**config.mk**
```make
export PLATFORM = sky130hd
export DESIGN_NAME = sram_mem_responder
export DESIGN_NICKNAME = d
export VERILOG_FILES = /design/src/rtl/arm_mem_pkg.sv /design/src/rtl/sram_wait_counter.sv /design/src/rtl/sram_mem_responder.sv
export SDC_FILE = /design/constraint.sdc
export NUM_CORES = 1
export LEC_CHECK = 0
export ABC_AREA = 1
export BUFFER_PORTS_ARGS = -buffer_cell sky130_fd_sc_hd__buf_2
export CORE_MARGIN = 2
export CORE_UTILIZATION = 45
export DETAILED_ROUTE_END_ITERATION = 10
export PLACE_DENSITY = 0.82
export REMOVE_ABC_BUFFERS = 1
export SLEW_MARGIN = 20
export SYNTH_ARGS = -nofsm -noshare
export SYNTH_HDL_FRONTEND = slang
export SYNTH_SLANG_ARGS = --single-unit
```
**constraint.sdc**
```tcl
create_clock -name clk -period 1.7 [get_ports clk]
set_clock_uncertainty 0.2 [all_clocks]
set_input_delay 0.17 -clock clk [delete_from_list [all_inputs] [get_ports clk]]
set_output_delay 0.17 -clock clk [all_outputs]
set_load 0.01 [all_outputs]
```
**src/rtl/arm_mem_pkg.sv**
```systemverilog
// Shared types and constants for the SRAM-backed MEM-stage responder.
package arm_mem_pkg;

    localparam int unsigned SRAM_DW = 16;
    localparam int unsigned WORD_W = 32;
    localparam int unsigned CNT_W = 4;
    localparam logic [WORD_W-1:0] DEFAULT_BASE_ADDR = 32'd1024;

    typedef enum logic [1:0] {
        StIdle,
        StLo,
        StHi,
        StDone
    } mem_state_e;

    // Halfword address = 2 * word index of (addr - base) + half select; caller truncates.
    function automatic logic [WORD_W-1:0] sram_hw_addr(input logic [WORD_W-1:0] addr,
                                                       input logic [WORD_W-1:0] base,
                                                       input logic hi);
        return (((addr - base) >> 2) << 1) | WORD_W'(hi);
    endfunction

endpackage

```
**src/rtl/sram_wait_counter.sv**
```systemverilog
// Per-phase wait counter: load clears to zero, count advances until it reaches the limit.
module sram_wait_counter
    import arm_mem_pkg::*;
(
    input  logic             clk_i,
    input  logic             rst_ni,
    input  logic             load_i,
    input  logic             en_i,
    input  logic [CNT_W-1:0] limit_i,
    output logic             done_o
);

    logic [CNT_W-1:0] cnt_q, cnt_d;

    always_comb begin
        cnt_d = cnt_q;
        if (load_i) begin
            cnt_d = '0;
        end else if (en_i) begin
            cnt_d = cnt_q + CNT_W'(1);
        end
    end

    always_ff @(posedge clk_i or negedge rst_ni) begin
        if (!rst_ni) begin
            cnt_q <= '0;
        end else begin
            cnt_q <= cnt_d;
        end
    end

    assign done_o = (cnt_q == limit_i);

endmodule

```
**src/rtl/sram_mem_responder.sv**
```systemverilog
// MEM-stage load/store responder over a 16-bit async SRAM; each word is two halfword phases.
// Defining READ_BUFFER_EN adds a single-entry read buffer giving zero-stall hits.
module sram_mem_responder
    import arm_mem_pkg::*;
#(
    parameter logic [WORD_W-1:0] BASE_ADDR   = DEFAULT_BASE_ADDR,
    parameter int unsigned       SRAM_AW     = 18,
    parameter int unsigned       WAIT_CYCLES = 1
) (
    input  logic               clk,
    input  logic               rst,
    input  logic               mem_r_en,
    input  logic               mem_w_en,
    input  logic [WORD_W-1:0]  address,
    input  logic [WORD_W-1:0]  wdata,
    output logic [WORD_W-1:0]  rdata,
    output logic               ready,
    output logic [SRAM_AW-1:0] sram_addr,
    output logic [SRAM_DW-1:0] sram_dq_out,
    input  logic [SRAM_DW-1:0] sram_dq_in,
    output logic               sram_dq_oe,
    output logic               sram_we_n
);

    localparam int unsigned IdxW = SRAM_AW - 1;
    localparam logic [CNT_W-1:0] WaitLimit = CNT_W'(WAIT_CYCLES);

    mem_state_e          state_q;
    logic                wr_q;
    logic [IdxW-1:0]     idx_q;
    logic [SRAM_DW-1:0]  wdata_hi_q;
    logic [WORD_W-1:0]   rdata_q;

    logic                req;
    logic [IdxW-1:0]     req_idx;
    logic                start;
    logic                cnt_load;
    logic                cnt_en;
    logic                cnt_done;
    logic                buf_hit;
    logic [WORD_W-1:0]   hit_data;

    assign req     = mem_r_en | mem_w_en;
    assign req_idx = IdxW'(sram_hw_addr(address, BASE_ADDR, 1'b0) >> 1);
    assign start   = (state_q == StIdle) && req && !buf_hit;

    assign cnt_load = start || ((state_q == StLo) && cnt_done);
    assign cnt_en   = ((state_q == StLo) || (state_q == StHi)) && !cnt_done;

    sram_wait_counter u_wait_counter (
        .clk_i  (clk),
        .rst_ni (rst),
        .load_i (cnt_load),
        .en_i   (cnt_en),
        .limit_i(WaitLimit),
        .done_o (cnt_done)
    );

`ifdef READ_BUFFER_EN
    logic                buf_valid_q;
    logic [IdxW-1:0]     buf_tag_q;
    logic [WORD_W-1:0]   buf_data_q;
    logic [SRAM_DW-1:0]  wdata_lo_q;

    assign buf_hit  = (state_q == StIdle) && mem_r_en && !mem_w_en && buf_valid_q &&
                      (buf_tag_q == req_idx);
    assign hit_data = buf_data_q;

    // Misses fill at DONE; a store to the buffered word refreshes its data.
    always_ff @(posedge clk or negedge rst) begin
        if (!rst) begin
            buf_valid_q <= 1'b0;
            buf_tag_q   <= '0;
            buf_data_q  <= '0;
            wdata_lo_q  <= '0;
        end else begin
            if (start) begin
                wdata_lo_q <= wdata[SRAM_DW-1:0];
            end
            if (state_q == StDone) begin
                if (!wr_q) begin
                    buf_valid_q <= 1'b1;
                    buf_tag_q   <= idx_q;
                    buf_data_q  <= rdata_q;
                end else if (buf_valid_q && (buf_tag_q == idx_q)) begin
                    buf_data_q <= {wdata_hi_q, wdata_lo_q};
                end
            end
        end
    end
`else
    assign buf_hit  = 1'b0;
    assign hit_data = '0;
`endif

    assign rdata = buf_hit ? hit_data : rdata_q;

    always_comb begin
        ready = 1'b0;
        unique case (state_q)
            StIdle:  ready = !req || buf_hit;
            StDone:  ready = 1'b1;
            default: ready = 1'b0;
        endcase
        if (!rst) begin
            ready = 1'b1;
        end
    end

    always_ff @(posedge clk or negedge rst) begin
        if (!rst) begin
            state_q     <= StIdle;
            wr_q        <= 1'b0;
            idx_q       <= '0;
            wdata_hi_q  <= '0;
            rdata_q     <= '0;
            sram_addr   <= '0;
            sram_dq_out <= '0;
            sram_dq_oe  <= 1'b0;
            sram_we_n   <= 1'b1;
        end else begin
            unique case (state_q)
                StIdle: begin
                    if (buf_hit) begin
                        rdata_q <= hit_data;
                    end else if (req) begin
                        // Write wins when both enables are high.
                        state_q     <= StLo;
                        wr_q        <= mem_w_en;
                        idx_q       <= req_idx;
                        wdata_hi_q  <= wdata[WORD_W-1:SRAM_DW];
                        sram_addr   <= {req_idx, 1'b0};
                        sram_dq_out <= wdata[SRAM_DW-1:0];
                        sram_dq_oe  <= mem_w_en;
                        sram_we_n   <= !mem_w_en;
                    end
                end
                StLo: begin
                    if (cnt_done) begin
                        state_q     <= StHi;
                        sram_addr   <= {idx_q, 1'b1};
                        sram_dq_out <= wdata_hi_q;
                        if (!wr_q) begin
                            rdata_q[SRAM_DW-1:0] <= sram_dq_in;
                        end
                    end
                end
                StHi: begin
                    if (cnt_done) begin
                        state_q    <= StDone;
                        sram_we_n  <= 1'b1;
                        sram_dq_oe <= 1'b0;
                        if (!wr_q) begin
                            rdata_q[WORD_W-1:SRAM_DW] <= sram_dq_in;
                        end
                    end
                end
                StDone: begin
                    state_q <= StIdle;
                end
                default: begin
                    state_q <= StIdle;
                end
            endcase
        end
    end

endmodule

```
==> results of run 1 <==
cells by family (layout without fill, tap and decap cells):
family / count (synthesis) / after routing / share of synthesized area
AOI/OAI and AO/OA: 71 / 71 / 0.07486
xor gates and xnor gates: 2 / 2 / 0.003614
adders and majority gates: 8 / 8 / 0.02065
buffers and inverters: 75 / 313 / 0.06737
DFF: 108 / 108 / 0.5578
other: 0 / 1 / 0
and+or+nand+nor: 339 / 339 / 0.2757
how the worst min path moves through the flow:
stage / startpoint / to / slack [ns] / cells after the start
floorplan: rst / idx_q[0]$_DFFE_PN0P_ / -0.33 / 0
global placement: rst / sram_dq_oe$_DFFE_PN0P_ / 0.003 / 2
detailed placement: rst / sram_dq_oe$_DFFE_PN0P_ / -0.006 / 2
CTS: mem_r_en / wr_q$_DFFE_PN0P_ / 0.12 / 6
global route: rst / idx_q[4]$_DFFE_PN0P_ / 0.16 / 3
finish: rst / idx_q[4]$_DFFE_PN0P_ / 0.14 / 3
cell usage in the layout (no fill, tap or decap):
cell           count
ha_4               4
nand2_1          284
nand3_2            1
o211ai_1           1
nand2_4            4
a31oi_1            4
buf_6              5
inv_6              3
o21ai_1           11
nor3b_2            1
nor2_1            23
buf_12            10
nand4_1            1
nand3_4            3
a21oi_1            2
nand2_2            5
diode_2            1
nor2_2             2
dlygate4sd3_1     67
clkbuf_8          11
dfstp_2            1
ha_1               2
inv_8              3
o21ai_0           49
nor2_4             1
inv_1             44
nand3_1           10
clkinv_8           1
dfrtp_1          107
clkinvlp_4         2
ha_2               2
or2_2              2
xor2_1             2
or2_4              2
buf_4             20
inv_2              3
inv_4              1
clkbuf_16          7
buf_2            136
o21ai_2            4
metal layers:
layer	GRT usage	vias up	wire length, µm
li1	-	2330	-
met1	0.3113	2244	5917
met2	0.3971	228	7173
met3	0.04964	26	1136
met4	0.07418	0	266
met5	0	-	0
area by class of cell:
cell class                      instances  area, µm²
Clock inverter                          5      50.05
Sequential cell                       108       2704
Antenna cell                            1      2.502
Timing Repair inverter                  2      17.52
Fill cell                             747       3171
Inverter                               50      206.4
Multi-Input combinational cell        420       1964
Tap cell                              136      170.2
Timing Repair Buffer                  245       1933
Clock buffer                           11      151.4
what timing repair did:
| action | CTS | global route |
|---|---|---|
| setup buffers | 4 | 9 |
| gates cloned | 0 | 9 |
| setup endpoints to repair | 35 | 66 |
| pin swaps | 3 | 8 |
| hold endpoints to repair | 203 | 0 |
| hold buffers | 67 | 0 |
| gates resized for setup | 15 | 44 |
worst max-delay path, cell delays in order (launching register included):
cell and delay (ns):
dfrtp_1 0.40, inv_2 0.07, ha_4 0.29, inv_1 0.07, o21ai_2 0.06, nand2_1 0.07, buf_2 0.14
metrics by stage:
step                hold WS [ns]    util
CTS                       0.1196  0.6538
global placement        0.003289  0.5626
floorplan                -0.3256       -
finish                    0.1399  0.6943
global route              0.1553  0.6940
detailed placement     -0.005997  0.5626
registers in the layout, indices dropped and copies added (netlist names):
name,cells
sram_we_n,1
idx_q,17
u_wait_counter.cnt_q,4
wdata_hi_q,16
sram_dq_oe,1
sram_addr,18
sram_dq_out,16
rdata,32
wr_q,1
state_q,2
power groups by stage:
stage | Clock (µW) | Combinational (µW) | Sequential, µW
after global placement | 0 | 5440 | 4510
after CTS | 1620 | 5980 | 4510
after floorplan | 0 | 2780 | 4870
after detailed placement | 0 | 5630 | 4540
after global routing | 1730 | 8090 | 4680
final | 1590 | 7340 | 4560
==> results by group, run 1 <==
Status
  • Outcome: complete, but fails checks
  • Failing checks: negative setup slack

Timing
  • Slew headroom: 0.5434
  • Setup TNS: -2.241 ns
  • Final worst-path cycle share: 1.081
  • Worst-Margin Slew: 0.6848 ns
  • Number of hold violations in the final report: 0
  • Pins Over Slew Limit: 0
  • Endpoints failing setup: 34
  • PnR worst setup slack: -0.1381 ns
  • Fin crit period: 1.838 ns
  • Max Freq: 544.0 MHz
  • Unrepaired setup endpoints after global routing: yes

Power and ir drop
  • Cell Int Power: 7828 µW
  • Clock power frac: 0.118
  • Comb power frac: 0.544
  • Pwr/cell area: 1873 nW/µm²
  • Total Power: 13,490 µW
  • Sequential cell fraction of total power: 0.338
  • Sw power: 5659 µW
  • Leakage: 0.003953 µW
  • Sw Share: 0.4196
  • Max VDD drop: 0.0008693 V

Placement
  • DP Wirelength: 8238 µm
  • Dpl cells: 874
  • I/O Buffers: 137
  • Gpl congestion: 0.8444
  • Pre-CTS setup slack: -0.1207 ns
  • DP Area: 5834 µm²

Setup path
  • Max Fanout on Critical Path: 5
  • Worst EP arrival: 1.47 ns
  • RR Startpoint: u_wait_counter.cnt_q[1]$_DFFE_PN0P_
  • Depth of the worst register-to-register path: 10
  • Critical Path Source: state_q[0]$_DFFE_PN0P_
  • Reg2reg end: sram_dq_out[8]$_DFFE_PN0P_
  • Critical path endpoint: ready
  • Crit path required time: 1.33 ns
  • Critical Path Source Type: flip-flop
  • Critical path class: flip-flop to output port
  • R2R Setup Slk: -0.11 ns
  • Crit end category: output port

Cells and area
  • Nets: 928
  • Finished Layout Cells: 978
  • Synth-to-layout area growth: 48.53%
  • Share of cells above drive strength 1: 0.2782
  • Design Area, Final: 7199 µm²

CTS
  • CTS tree: built
  • CTS Buf Count: 9
  • H-tree levels: 3
  • Worst skew pair latency: 0.39 ns
  • CTS sink count: 108
  • Max clock buf depth: 2
  • Clock slew at reported path FFs: 0.11 ns
  • CTS root buf: clkbuf_8

Global routing
  • First-pass GRT wire length: 21,780 µm
  • GR Overflow Total: 0
  • GRT Total Usage: 0.2379
  • Initial antenna violation count: 0
  • Largest net degree at the start of global routing: 55
  • Vias in the first global route: 4,686

Logic synthesis
  • Most instantiated cells after synthesis: nand2_1 (289), dfrtp_1 (107), o21ai_0 (55), inv_1 (48), nor2_1 (25)
  • Sequential fraction of the synthesis area: 0.5578
  • Syn_area_per_cell: 8.038 µm²
  • Register bit total from synthesis: 108
  • Synth Warn #: 0
  • Number of synthesized flops with an enable pin: 0
  • Most used DFF post-synth: dfrtp_1
  • Synth cell types: 26
  • Area leader, netlist: dfrtp_1
  • Synth Instances: 603
  • Share of the synthesized area in the top cell type: 0.5524
  • Post-Synthesis Cell Area: 4847 µm²
  • Largest cells by area after synthesis: dfrtp_1 (55%), nand2_1 (22%), o21ai_0 (5.7%)
  • FFs w/ async S/R, synth: 1.000
  • Cell with the most instances after synthesis: nand2_1

Floorplan
  • # IOs: 153
  • Die Ht: 107.8 µm
  • Die Area: 11,620 µm²
  • Initial Util: 0.4674
  • Core area: 10,370 µm²
  • Cell Rows: 37
  • DIE WIDTH: 107.8 µm

Flow run
  • Max Cap Viol: 0

Routing
  • Residual DRC: 0
  • DRT Wirelength: 14,490 µm
  • Vias per Instance: 4.937
  • Routed len/inst: 14.82 µm
  • DR iter-0 viols: 284
  • Via count: 4,828
  • ANT nets after route: 0
  • Iteration count of the initial detailed-routing pass: 5

Hold path
  • HP Class: input pin to async pin
No activity file was read; power rests on OpenSTA's default activity.
==> inputs of run 2 (changes only) <==
Settings changed: BUFFER_PORTS_ARGS -buffer_cell sky130_fd_sc_hd__buf_2 to -buffer_cell sky130_fd_sc_hd__buf_4, CORE_ASPECT_RATIO set to 1.75.
==> run 2 against run 1 <==
  * The run still ends with negative setup slack left
  * Die area grew 0.28%
  * Setup slack lost 0.036 ns
  * Sequential cell count did not move
  * Sequential power up 2%
  * Non-clock buffer count down 3
  * Register-to-register slack worse by 0.06 ns
  * Critical path depth grew 3
  * Utilization up 4.5 points
  * Worst hold slack lost 0.13 ns
  * Maximum frequency down 1.9%
==> results by group, run 2 (synthesis results as in run 1) <==
Routing
  • Vias per Instance: 5.264 (+6.6%)
  • ANT nets after route: 0 (unchanged)
  • Routed len/inst: 17.23 µm (+16%)
  • DRT Wirelength: 16,700 µm (+15%)
  • Via count: 5,101 (+5.7%)
  • Residual DRC: 0 (unchanged)
  • Iteration count of the initial detailed-routing pass: 5 (unchanged)
  • DR iter-0 viols: 343 (+21%)

Timing
  • Endpoints failing setup: 54 (+59%)
  • Fin crit period: 1.874 ns (+0.03593 ns)
  • Max Freq: 533.6 MHz (-1.9%)
  • Pins Over Slew Limit: 0 (unchanged)
  • Final worst-path cycle share: 1.102 (+0.02113)
  • Slew headroom: 0.5798 (+0.03639)
  • PnR worst setup slack: -0.1740 ns (-0.03593 ns)
  • Worst-Margin Slew: 0.6302 ns (-0.05459 ns)
  • Number of hold violations in the final report: 0 (unchanged)
  • Unrepaired setup endpoints after global routing: yes

CTS
  • CTS sink count: 108 (unchanged)
  • CTS root buf: clkbuf_16
  • Max clock buf depth: 2 (unchanged)
  • H-tree levels: 3 (unchanged)
  • CTS tree: built
  • Worst skew pair latency: 0.35 ns (-0.04 ns)
  • CTS Buf Count: 9 (unchanged)
  • Clock slew at reported path FFs: 0.08 ns (-0.03 ns)

Setup path
  • Critical Path Slowest Stage Cell: dfrtp_1
  • Worst EP arrival: 1.92 ns (+0.45 ns)
  • Buf/Inv on CP: 4 (+1)
  • Critical path class: flip-flop to flip-flop
  • R2R Setup Slk: -0.17 ns (-0.06 ns)
  • Max Fanout on Critical Path: 7 (+2)
  • CP cell instances: inv_2, ha_4, buf_6, or2_4, nand3_4, buf_12, inv_12, nand2_1, nand2_1
  • Depth of the worst register-to-register path: 9 (-1)
  • Crit path required time: 1.75 ns (+0.42 ns)
  • Top cell family by delay on the critical path: simple AND/OR/NAND/NOR gates
  • Most common cell on crit path: nand2_1
  • Reg2reg end: sram_dq_out[0]$_DFFE_PN0P_
  • RR Startpoint: state_q[0]$_DFFE_PN0P_
  • Max incr delay on CP: 0.40 ns (about the same)
  • Critical Path Source Type: flip-flop
  • Crit end category: flip-flop
  • Crit path depth: 9 (+3)

Floorplan
  • Core area: 10,570 µm² (+2.0%)
  • Die Area: 11,650 µm² (+0.28%)
  • Die Ht: 141.3 µm (+31%)
  • Initial Util: 0.4585 (-0.008961)
  • # IOs: 153 (unchanged)
  • Cell Rows: 50 (+35%)
  • DIE WIDTH: 82.46 µm (-24%)

Power and ir drop
  • Max VDD drop: 0.001049 V (+21%)
  • Total Power: 15,610 µW (+16%)
  • Pwr/cell area: 1998 nW/µm² (+6.6%)
  • Leakage: 0.004162 µW (+5.3%)

Cells and area
  • Filler cells: 660 (-12%)
  • Max reg flops: 32 (unchanged)
  • Design Area, Final: 7816 µm² (+8.6%)
  • Register area: 2704 µm² (unchanged)
  • Share of cells above drive strength 1: 0.3194 (+0.04119)
  • Most common cell after layout, fill and taps aside: nand2_1
  • Antenna cells: 0 (-1)
  • Synth-to-layout area growth: 61.25%
  • Multi-input gate area: 2090 µm² (+6.4%)
  • Nets: 926 (-0.22%)
  • Most frequent cells in the layout: nand2_1 (251), buf_4 (144), dfrtp_1 (107), dlygate4sd3_1 (66), inv_1 (42)

Hold path
  • HP Class: input pin to flip-flop
  • Worst Hold Path EP: wr_q$_DFFE_PN0P_
  • Hold Startpoint: mem_w_en
  • Hold path depth: 3

Global routing
  • GR Overflow Total: 0 (unchanged)
  • Largest net degree at the start of global routing: 109 (+98%)
  • Initial antenna violation count: 0 (unchanged)
  • Vias in the first global route: 5,236 (+12%)
  • GRT Total Usage: 0.2666 (+0.02873)
  • First-pass GRT wire length: 23,870 µm (+9.6%)

Status
  • Outcome: complete, but fails checks
  • Failing checks: negative setup slack

Placement
  • DP Area: 6145 µm² (+5.3%)
  • I/O Buffers: 137 (unchanged)
  • DP Wirelength: 8782 µm (+6.6%)
  • Gpl congestion: 0.8354 (-1.1%)

Flow run
  • Max Cap Viol: 0 (unchanged)
==> run 2: changes by cell type in the layout (fill, tap and decap cells not counted), moves of 3 or more <==
cell       before  now
nor2_1         23   20
o21ai_0        49   37
clkbuf_16       7   13
nand2_2         5   31
buf_4          20  144
o21ai_1        11   24
buf_2         136    0
buf_6           5   15
nand2_1       284  251
nand2_4         4   10
clkbuf_8       11    0
==> run 2: worst max-delay path by stage <==
| stage | start | to | slack (ns) |
|---|---|---|---|
| 2_1_floorplan | state_q[1]$_DFFE_PN0P_ | sram_addr[15]$_DFFE_PN0P_ | -0.95 |
| 3_3_place_gp | state_q[0]$_DFFE_PN0P_ | ready | -0.02 |
| 3_5_place_dp | state_q[0]$_DFFE_PN0P_ | ready | -0.08 |
| 4_1_cts | state_q[0]$_DFFE_PN0P_ | ready | -0.1 |
| 5_1_grt | state_q[1]$_DFFE_PN0P_ | sram_addr[14]$_DFFE_PN0P_ | -0.24 |
| 6_report | state_q[0]$_DFFE_PN0P_ | sram_dq_out[0]$_DFFE_PN0P_ | -0.17 |
==> run 2: tightest hold or removal path: cells and delay by family <==
family          cells  cell delay [ns]
buf+inv             2             0.18
compound gates      1             0.18
==> run 2: what timing repair did <==
action | 4_1_cts | 5_1_grt
setup endpoints to repair | 37 | 66
hold buffers | 66 | 0
cloned | 5 | 4
endpoints found under the hold margin | 191 | 0
setup buffers | 9 | 6
gates resized for setup | 55 | 79
pin swaps | 6 | 12
==> run 2: final cells by class <==
cell class                 count  area share
timing repair inverter         3    0.006083
multi-input combinational    420      0.2673
timing repair buffer         242      0.2925
sequential                   108      0.3459
clock buffer                   9     0.02881
inverter                      50     0.02705
clock inverter                 7     0.01153
tap                          130     0.02081
==> run 2: power by group <==
group          leakage [µW]  switching [µW]  internal, µW
logic               0.00268            4730          3990
clock network      0.000156            1040          1190
registers           0.00132             801          3870
total               0.00416            6570          9040
==> run 2: metal layers <==
metal | part of all wire | vias up | wire length (µm) | track usage
met4 | 0.059 | 0 | 978 | 0.1561
met2 | 0.55 | 247 | 9119 | 0.4754
li1 | - | 2325 | - | -
met1 | 0.34 | 2441 | 5697 | 0.2761
met5 | 0 | - | 0 | 0
met3 | 0.054 | 88 | 903 | 0.05534
==> run 2: through the flow <==
| stage | TNS [ns] | util | setup WS [ns] | hold slack, ns | instances |
|---|---|---|---|---|---|
| after floorplan | -45.97 | - | -0.9475 | -0.3256 | 578 |
| after global placement | -0.03234 | 0.5812 | -0.02166 | 0.09905 | 864 |
| after detailed placement | -1.200 | 0.5812 | -0.08107 | 0.1092 | 864 |
| after CTS | -1.901 | 0.7046 | -0.09721 | 0.01493 | 960 |
| after global routing | -7.452 | 0.7393 | -0.2423 | 0.02390 | 969 |
| final | -5.033 | 0.7393 | -0.1740 | 0.01309 | 969 |
